File: config.mk
export PLATFORM = sky130hd
export DESIGN_NAME = uart_rx_fifo
export DESIGN_NICKNAME = d
export VERILOG_FILES = /design/src/rtl/uart_pkg.sv /design/src/rtl/uart_rx_fifo_mem.sv /design/src/rtl/uart_rx_fifo.sv
export SDC_FILE = /design/constraint.sdc
export NUM_CORES = 1
export LEC_CHECK = 0
export CAP_MARGIN = 20
export CORE_ASPECT_RATIO = 0.9
export CORE_MARGIN = 5
export CORE_UTILIZATION = 64
export CTS_CLUSTER_DIAMETER = 150
export DETAILED_ROUTE_END_ITERATION = 7
export HOLD_SLACK_MARGIN = 0.12
export PLACE_DENSITY = 0.82
export SYNTH_ARGS = -nofsm -noshare
export SYNTH_HDL_FRONTEND = slang
export SYNTH_SLANG_ARGS = --single-unit
File: constraint.sdc
create_clock -name clk_100MHz -period 5.6 [get_ports clk_100MHz]
set_clock_uncertainty 0.1 [all_clocks]
set_input_delay 1.12 -clock clk_100MHz [delete_from_list [all_inputs] [get_ports clk_100MHz]]
set_output_delay 1.12 -clock clk_100MHz [all_outputs]
set_load 0.03 [all_outputs]
File: src/rtl/uart_pkg.sv
// Shared UART word/buffer sizing for receiver, rx buffer and bus interface.
// Latency: n/a (constants only). Backpressure: n/a.
// Constants only; no logic.
package uart_pkg;
    localparam int UART_DBITS      = 8;
    localparam int UART_ADDR_WIDTH = 4;
endpackage

File: src/rtl/uart_rx_fifo_mem.sv
// Rx buffer storage: one synchronous write port, one asynchronous read port.
// Latency: write lands at the clock edge, read is combinational.
// Backpressure: none, the caller decides when a write is legal.
module uart_rx_fifo_mem
    import uart_pkg::*;
#(
    parameter int DBITS      = UART_DBITS,
    parameter int ADDR_WIDTH = UART_ADDR_WIDTH
) (
    input  logic                  clk_i,
    input  logic                  we_i,
    input  logic [ADDR_WIDTH-1:0] waddr_i,
    input  logic [DBITS-1:0]      wdata_i,
    input  logic [ADDR_WIDTH-1:0] raddr_i,
    output logic [DBITS-1:0]      rdata_o
);

    // Deliberately unreset so the array maps onto distributed RAM.
    logic [DBITS-1:0] mem_q [2**ADDR_WIDTH];

    always_ff @(posedge clk_i) begin
        if (we_i) begin
            mem_q[waddr_i] <= wdata_i;
        end
    end

    assign rdata_o = mem_q[raddr_i];

endmodule

File: src/rtl/uart_rx_fifo.sv
// UART receive FWFT buffer; optional sticky overflow flag via UART_RX_FIFO_OVF_EN.
// Latency: strobed word visible on rd_data one cycle later; pops take effect after the edge.
// Backpressure: none upstream; a strobe while full (without rd_en) drops the word.
module uart_rx_fifo
    import uart_pkg::*;
#(
    parameter int DBITS      = UART_DBITS,
    parameter int ADDR_WIDTH = UART_ADDR_WIDTH
) (
    input  logic                  clk_100MHz,
    input  logic                  reset_n,
    input  logic                  wr_strobe,
    input  logic [DBITS-1:0]      wr_data,
    input  logic                  rd_en,
    output logic [DBITS-1:0]      rd_data,
    output logic                  empty,
    output logic                  full,
    output logic [ADDR_WIDTH:0]   count
`ifdef UART_RX_FIFO_OVF_EN
    ,
    output logic                  overflow,
    input  logic                  ovf_clr
`endif
);

    logic [ADDR_WIDTH:0] wr_ptr_q, wr_ptr_d;
    logic [ADDR_WIDTH:0] rd_ptr_q, rd_ptr_d;
    logic                wr_acc;
    logic                rd_acc;

    assign empty = (wr_ptr_q == rd_ptr_q);
    assign full  = (wr_ptr_q[ADDR_WIDTH-1:0] == rd_ptr_q[ADDR_WIDTH-1:0]) &&
                   (wr_ptr_q[ADDR_WIDTH] != rd_ptr_q[ADDR_WIDTH]);
    assign count = wr_ptr_q - rd_ptr_q;

    // A write into a full buffer is fine when the same edge pops the head.
    assign wr_acc = wr_strobe && (!full || rd_en);
    assign rd_acc = rd_en && !empty;

    always_comb begin
        wr_ptr_d = wr_ptr_q;
        rd_ptr_d = rd_ptr_q;
        if (wr_acc) begin
            wr_ptr_d = wr_ptr_q + 1'b1;
        end
        if (rd_acc) begin
            rd_ptr_d = rd_ptr_q + 1'b1;
        end
    end

    always_ff @(posedge clk_100MHz) begin
        if (!reset_n) begin
            wr_ptr_q <= '0;
            rd_ptr_q <= '0;
        end else begin
            wr_ptr_q <= wr_ptr_d;
            rd_ptr_q <= rd_ptr_d;
        end
    end

`ifdef UART_RX_FIFO_OVF_EN
    logic overflow_q, overflow_d;

    // Set wins over clear so a drop coinciding with ovf_clr is never lost.
    always_comb begin
        overflow_d = overflow_q;
        if (wr_strobe && full && !rd_en) begin
            overflow_d = 1'b1;
        end else if (ovf_clr) begin
            overflow_d = 1'b0;
        end
    end

    always_ff @(posedge clk_100MHz) begin
        if (!reset_n) begin
            overflow_q <= 1'b0;
        end else begin
            overflow_q <= overflow_d;
        end
    end

    assign overflow = overflow_q;
`endif

    uart_rx_fifo_mem #(
        .DBITS      (DBITS),
        .ADDR_WIDTH (ADDR_WIDTH)
    ) u_mem (
        .clk_i   (clk_100MHz),
        .we_i    (wr_acc),
        .waddr_i (wr_ptr_q[ADDR_WIDTH-1:0]),
        .wdata_i (wr_data),
        .raddr_i (rd_ptr_q[ADDR_WIDTH-1:0]),
        .rdata_o (rd_data)
    );

endmodule

---- Word level (Yosys, flattened, before mapping) ----
Memories as Yosys holds them, arrays and structs flattened. A register that Yosys moved wholly into a read port is not among the register bits.
Cells that the tools add are included.
word-level totals
  output and inout bits ................... 15
  bits of input ports ..................... 12
  logic and storage cells ................. 19
  memories ................................ 1
  flip-flop bits (word level) ............. 10
  bits in writable memories ............... 128
operators by class
  add/subtract/negate cells ............... 3
  eq/ne operators ......................... 3
  multiplexer cells ....................... 4
  reductions and logical operators ........ 6
memory list
  memory       words  bits a word  read ports  clocked after memory_dff  write ports  RTL line                RTL
  u_mem.mem_q  16     8            1           1                         1            uart_rx_fifo_mem.sv:19  logic [DBITS-1:0] mem_q [2**ADDR_WIDTH];
operators by type and width
  kind                                         number
  adder 5 x 1 -> 5 bit, second input constant  2
  two-way mux 4 bit                            2
  == test 5 bit                                1
  subtractor 5 bit                             1
  == test 4 bit                                1
  logical AND 1 bit                            3
  logical NOT 1 bit                            2
  two-way mux 1 bit                            2
  logical OR 1 bit                             1
  != test 1 bit                                1

---- Logic depth before layout (Yosys ltp) ----
Gate-level depths: netlist of run 1.
  depth after elaboration ................. 7
  mapped depth ............................ 7

---- Cells and area by module ----
From an unflattened synthesis of run 1, not the netlist that was laid out.
second synthesis, totals
  cells, all modules ...................... 292
  area total of the unflattened synthesis .. 5660.4 sq um
modules (own cells, without submodules)
  module            area an instance (sq um)  cells each  times used
  uart_rx_fifo_mem  4987.3                    221         1
  uart_rx_fifo      673.1                     71          1

---- Worst setup path after synthesis of run 1 ----
OpenSTA, ideal clock, no wires.
  path type ............................... register -> output
  from .................................... reg wr_ptr_q[0]
  to ...................................... out count[4]
  required time ........................... 4380 ps
  arrival ................................. 1678 ps
  cell stages (with the launch flop) ...... 8
  path buffers ............................ 0
  setup slack ............................. 2702 ps
  path through ............................ dfxtp_1 inv_1 ha_1 inv_1 fa_1 a21o_1 a21oi_1 xnor2_1
on the way
  longest elaborated chain between the ends .. 1
RTL lines
  what                    RTL line            RTL
  start, declared         uart_rx_fifo.sv:26  logic [ADDR_WIDTH:0] wr_ptr_q, wr_ptr_d;
  start signal, assigned  uart_rx_fifo.sv:56  wr_ptr_q <= wr_ptr_d;
  subtractor 5 bit        uart_rx_fifo.sv:34  assign count = wr_ptr_q - rd_ptr_q;
  end, declared           uart_rx_fifo.sv:18  output logic [ADDR_WIDTH:0] count
No other way between the ends.

==> results of run 1 <==
layout by cell type (no fill, tap or decap), types with 2 or more instances in the layout:
cell	synthesis	routed
nand2_1	13	13
ha_1	9	9
a21o_1	2	2
xnor2_1	5	5
inv_1	7	7
edfxtp_1	128	128
nand3_1	2	2
bufinv_16	0	4
clkdlybuf4s50_1	0	26
clkbuf_16	0	16
clkinvlp_4	0	3
xor2_1	5	5
clkinv_1	1	3
mux4_2	32	32
and2_1	3	3
a22oi_1	16	16
nor2b_1	2	2
clkinv_2	0	3
buf_4	2	6
nor2_1	21	21
dfxtp_1	14	13
a21oi_1	3	3
nor3_1	4	4
nand2b_1	2	2
o21ai_0	2	2
synth_stat cells (5+ instances only):
| cell | number | area (um^2) |
|---|---|---|
| a22oi_1 | 16 | 120.1 |
| dfxtp_1 | 14 | 280.3 |
| edfxtp_1 | 128 | 3844 |
| ha_1 | 9 | 112.6 |
| inv_1 | 7 | 26.28 |
| mux4_2 | 32 | 720.7 |
| nand2_1 | 13 | 48.80 |
| nor2_1 | 21 | 78.83 |
| xnor2_1 | 5 | 43.79 |
| xor2_1 | 5 | 43.79 |
cells by family (layout without fill, tap and decap cells):
logic type | Yosys count | in the layout | synth area share
AND/OR/NAND/NOR | 52 | 52 | 0.04451
XOR/XNOR | 11 | 11 | 0.01838
adder cells (fa/ha/maj) | 10 | 10 | 0.02347
buffers and inverters | 20 | 70 | 0.01506
multiplexers | 33 | 33 | 0.1293
flip-flops | 142 | 142 | 0.7299
AO/OA/AOI/OAI | 30 | 30 | 0.03942
final cells by class:
| type | instances | area [um^2] | share of cell area |
|---|---|---|---|
| flip-flops and latches | 142 | 4125 | 0.6214 |
| multi-input cells | 136 | 1441 | 0.2171 |
| clock buffers | 17 | 414.1 | 0.06238 |
| repair buffers | 32 | 305.3 | 0.04599 |
| clock inverters | 13 | 173.9 | 0.02620 |
| well taps | 119 | 148.9 | 0.02243 |
| inverters | 8 | 30.03 | 0.004523 |
layer usage:
layer	track usage	vias up	share of wire	wire [um]
met3	0.06100	16	0.070	834
met5	0	-	0	0
met1	0.3454	1530	0.41	4796
met4	0.06019	0	0.0098	116
met2	0.3914	140	0.51	6093
li1	-	1270	-	-
registers in the layout, summed over array words and instances (netlist names), named ones only:
register	cells
rd_ptr_q	5
u_mem.mem_q	128
wr_ptr_q	5
worst reg2reg max path: cells and delay by family, from the launching register on:
family / cells / cell delay, ns
AND/OR/NAND/NOR: 3 / 1.09
flip-flops: 1 / 0.53
AO/OA/AOI/OAI: 1 / 0.28
adder cells (fa/ha/maj): 1 / 0.37
through the flow:
step / setup WS (ns) / instance area [um^2] / instances / util
after floorplan: 2.702 / 5650 / 298 / -
after detailed placement: 1.644 / 6051 / 437 / 0.7029
after CTS: 1.019 / 6639 / 467 / 0.7712
after global placement: 1.661 / 6051 / 437 / 0.7029
after global routing: 0.8629 / 6639 / 467 / 0.7712
final: 1.140 / 6639 / 467 / 0.7712
power breakdown:
part	total, uW	internal, uW	switching (uW)
sequential	1210	1170	36.9
clock	1110	712	400
combinational	399	196	203
total	2720	2080	639
worst max-delay path by stage:
stage	end	slack, ns	cells past startpoint
detailed placement	rd_data[1]	1.64	5
floorplan	count[4]	2.70	7
CTS	rd_data[7]	1.02	5
global route	rd_data[6]	0.86	5
global placement	rd_data[1]	1.66	5
finish	rd_data[7]	1.14	5
==> reports/qor.txt, run 1 <==
number of global-route vias before repair: 3037
Final nets: 359
CP top delay family: buffers and inverters
maximum VDD drop: 320.4 uV
CP max stage cell: dfxtp_2
Routed WL: 11840 um
1st-pass router iterations: 5
Starting DRT DRC Count: 319
Worst Max-Slew Pin Slew: 0.9663 ns
# port buffers: 26
status: completed
Crit. End Element: output pin
CP Launch Type: flop
Syn Area/Cell: 18.96 um^2
largest net degree at the start of global routing: 33
final worst-path cycle share: 0.7965
power per cell area: 410.0 nW/um^2
leakage: 0.002141 uW
FILL cells: 465
Hold WS: 0.4380 ns
ys flop type: edfxtp_1
post-route ant nets: 0
CTS tree: built
kind of critical path: reg2out
Worst Path Max Fanout: 24
post-synthesis sequential element count: 142
CP arrival: 3.24 ns
worst hold path stage count: 2
syn_nets: 320
vias per cell: 6.330
ys async rst share: 0
worst path required time: 4.38 ns
Crit Reg-Reg Endpoint: u_mem.mem_q[6][7]
Hold Fails Final Rpt: 0
area of the mapped netlist: 5650 um^2
layout cells sized above 1: 0.2040
first-pass GRT wire length: 18480 um
initial core utilization: 0.6564
Finish-stage setup viols: 0
Max Slew Vio Count: 0
die height: 99.14 um
Sink Count: 142
post_cts resized: 0
Fmax achieved: 224.2 MHz
Worst R2R Start: wr_ptr_q[2]
Horiz. Die Dim: 109.0 um
Placeable Area: 8608 um^2
die area: 10810 um^2
clk root buf: clkbuf_8
synth warn: 0
RePlAce Congestion: 0.7692
dpl hpwl: 7078 um
RSZ-0062 raised after global routing: no
fin crit period: 4.460 ns
Cell variety after synth: 38
DR DRC count: 0
TNS Setup: 0 ns
Layout area overhead: 17.49%
sequential fraction of the synthesis area: 0.7298
# diodes: 0
Worst-path clk slew: 0.06 ns
Worst Path Buf+Inv: 2
worst path cell trace: buf_4, mux4_2, a22oi_1, nand2_1, clkdlybuf4s50_1
Boundary Pins: 27
H-tree depth: 4
HP Class: reg2reg
Max-Cap Viols: 0
routed length per placed instance: 25.36 um
Site Rows: 32
max incr delay on CP: 0.88 ns
CTS buffer count: 17
clock buffer depth: 2
Total GRT Usage: 0.2448
Pwr Total: 2722 uW
Cells after Synth: 298
Hold Startpoint: rd_ptr_q[3]
number of synthesized flops with an enable pin: 128
relative slew slack: 0.3534
Clock Latency Late Sink: 0.51 ns
Hold Buf Count CTS: 0
Vias: 2956
flop2flop setup slack: 2.85 ns
Post-CTS Setup Repair Bufs: 0
GRT overflow: 0
initial antenna violation count: 0
worst reg2reg path depth: 5
(Power assumes the default switching activity.)
==> run 2: changes to the inputs <==
--- a/config.mk
+++ b/config.mk
@@ -8,11 +8,11 @@
 export CAP_MARGIN = 20
 export CORE_ASPECT_RATIO = 0.9
 export CORE_MARGIN = 5
-export CORE_UTILIZATION = 64
+export CORE_UTILIZATION = 54
 export CTS_CLUSTER_DIAMETER = 150
 export DETAILED_ROUTE_END_ITERATION = 7
 export HOLD_SLACK_MARGIN = 0.12
-export PLACE_DENSITY = 0.82
+export PLACE_DENSITY = 0.73
 export SYNTH_ARGS = -nofsm -noshare
 export SYNTH_HDL_FRONTEND = slang
 export SYNTH_SLANG_ARGS = --single-unit
==> constraint.sdc (replaced) <==
create_clock -name clk_100MHz -period 4.05 [get_ports clk_100MHz]
set_clock_uncertainty 0.1 [all_clocks]
set_input_delay 0.81 -clock clk_100MHz [delete_from_list [all_inputs] [get_ports clk_100MHz]]
set_output_delay 0.81 -clock clk_100MHz [all_outputs]
set_load 0.03 [all_outputs]
==> reports/qor.txt, run 2 (synthesized netlist as in run 1, its figures left out) <==
status: completed
CP max stage cell: clkdlybuf4s50_1
Vias: 2862
# port buffers: 26
Finish-stage setup viols: 0
final worst-path cycle share: 0.9033
CP arrival: 2.75 ns
H-tree depth: 4
die height: 107.0 um
met2 Use GR: 0.2900
dpl hpwl: 7026 um
max reg flops: 128
Sink Count: 142
Starting DRT DRC Count: 358
post_cts resized: 0
DR DRC count: 0
Hold Fails Final Rpt: 0
Horiz. Die Dim: 117.8 um
first-pass GRT wire length: 17370 um
Final Core Density: 0.6540
RSZ-0062 raised after global routing: no
layout cells sized above 1: 0.2333
Hold Buf Count CTS: 0
die area: 12610 um^2
Placeable Area: 10250 um^2
Max Slew Vio Count: 0
kind of critical path: reg2out
Post-CTS Setup Repair Bufs: 0
largest net degree at the start of global routing: 26
FILL cells: 727
GRT overflow: 0
routed length per placed instance: 22.56 um
clock buffer depth: 2
post-route ant nets: 0
largest registers: u_mem.mem_q: 128 flops, rd_ptr_q: 5 flops, wr_ptr_q: 5 flops
maximum VDD drop: 343.9 uV
GRT Max-Usage Layer: met2
Clock Latency Late Sink: 0.41 ns
final std cells w/o fill: 489
CTS tree: built
CP top delay family: buffers and inverters
Worst Max-Slew Pin Slew: 0.8818 ns
Worst Path Max Fanout: 25
most flop-heavy register: u_mem.mem_q
worst path required time: 3.14 ns
most frequent cells in the layout: edfxtp_1 (128), mux4_2 (32), clkdlybuf4s50_1 (26), nor2_1 (21), clkbuf_16 (17)
relative slew slack: 0.4099
1st-pass router iterations: 4
met3 Use GR: 0.04800
Worst-path clk slew: 0.06 ns
initial core utilization: 0.5514
Layout area overhead: 18.60%
Final nets: 369
fin crit period: 3.658 ns
HP Class: reg2reg
worst path cell trace: buf_12, mux4_2, a22oi_1, nand2_1, clkdlybuf4s50_1
Site Rows: 35
TNS Setup: 0 ns
max incr delay on CP: 0.63 ns
CTS buffer count: 17
Fmax achieved: 273.4 MHz
Routed WL: 11030 um
clk root buf: clkbuf_16
commonest non-fill, non-tap cell in the layout: edfxtp_1
Max-Cap Viols: 0
vias per cell: 5.853
CP Launch Type: flop
# diodes: 0
power per cell area: 543.6 nW/um^2
Crit. End Element: output pin
number of global-route vias before repair: 2975
Cells after DPL: 457
Worst Path Buf+Inv: 2
Boundary Pins: 27
initial antenna violation count: 0
Total GRT Usage: 0.1879
Hold WS: 0.4277 ns
met1 Use GR: 0.2689
leakage: 0.002180 uW
RePlAce Congestion: 0.7502
[run 2: changes by cell type in the layout (fill, tap and decap cells not counted)]
cell       previous run  this run
clkinv_1              3         2
inv_6                 0         7
clkinv_2              3         0
buf_12                0         1
clkbuf_8              1         0
clkbuf_16            16        17
inv_8                 0         1
buf_4                 6        15
clkinv_4              1         3
bufinv_16             4         0
[run 2: metrics by stage]
stage | power (uW) | setup slack [ns] | cell area (um^2)
after CTS | 3674 | 0.3515 | 6701
after floorplan | 2074 | 1.462 | 5650
final | 3643 | 0.3918 | 6701
after global placement | 2256 | 0.8333 | 6151
after global routing | 3791 | 0.2065 | 6701
after detailed placement | 2268 | 0.7856 | 6151
[run 2: path summary, 6_finish.rpt]
path	start	endpoint	slack, ns	cells past startpoint
hold / removal	wr_ptr_q[4]	wr_ptr_q[4]	0.43	2
setup reg to reg	wr_ptr_q[3]	u_mem.mem_q[10][4]	1.41	5
hold reg to reg	wr_ptr_q[4]	wr_ptr_q[4]	0.43	2
setup / recovery	flop	rd_data[0]	0.39	5
[run 2: layout make-up]
type	count	area [um^2]	share of cell area
multi-input combinational	136	1441	0.2151
clock inverter	15	125.1	0.01867
tap	129	161.4	0.02409
timing repair buffer	42	392.9	0.05863
clock buffer	17	425.4	0.06348
inverter	8	30.03	0.004481
sequential	142	4125	0.6156
[run 2: where the power goes]
group          switching [uW]  leakage, uW  internal [uW]  total (uW)
combinational             298     0.000649            280         577
sequential               28.1      0.00127           1620        1650
clock                     613     0.000262            800        1410
total                     940      0.00218           2700        3640
[run 2: worst min-delay path, stage by stage (launching register included)]
cell     delay (ns)
dfxtp_1        0.36
nand2_1        0.08
o21ai_1        0.05
[run 2: layer usage]
metal  share of wire  vias up  routed length [um]
met2            0.49       99                5401
met4          0.0038        0                  42
met1            0.44     1466                4851
met3           0.067        4                 738
met5               0        -                   0
li1                -     1293                   -
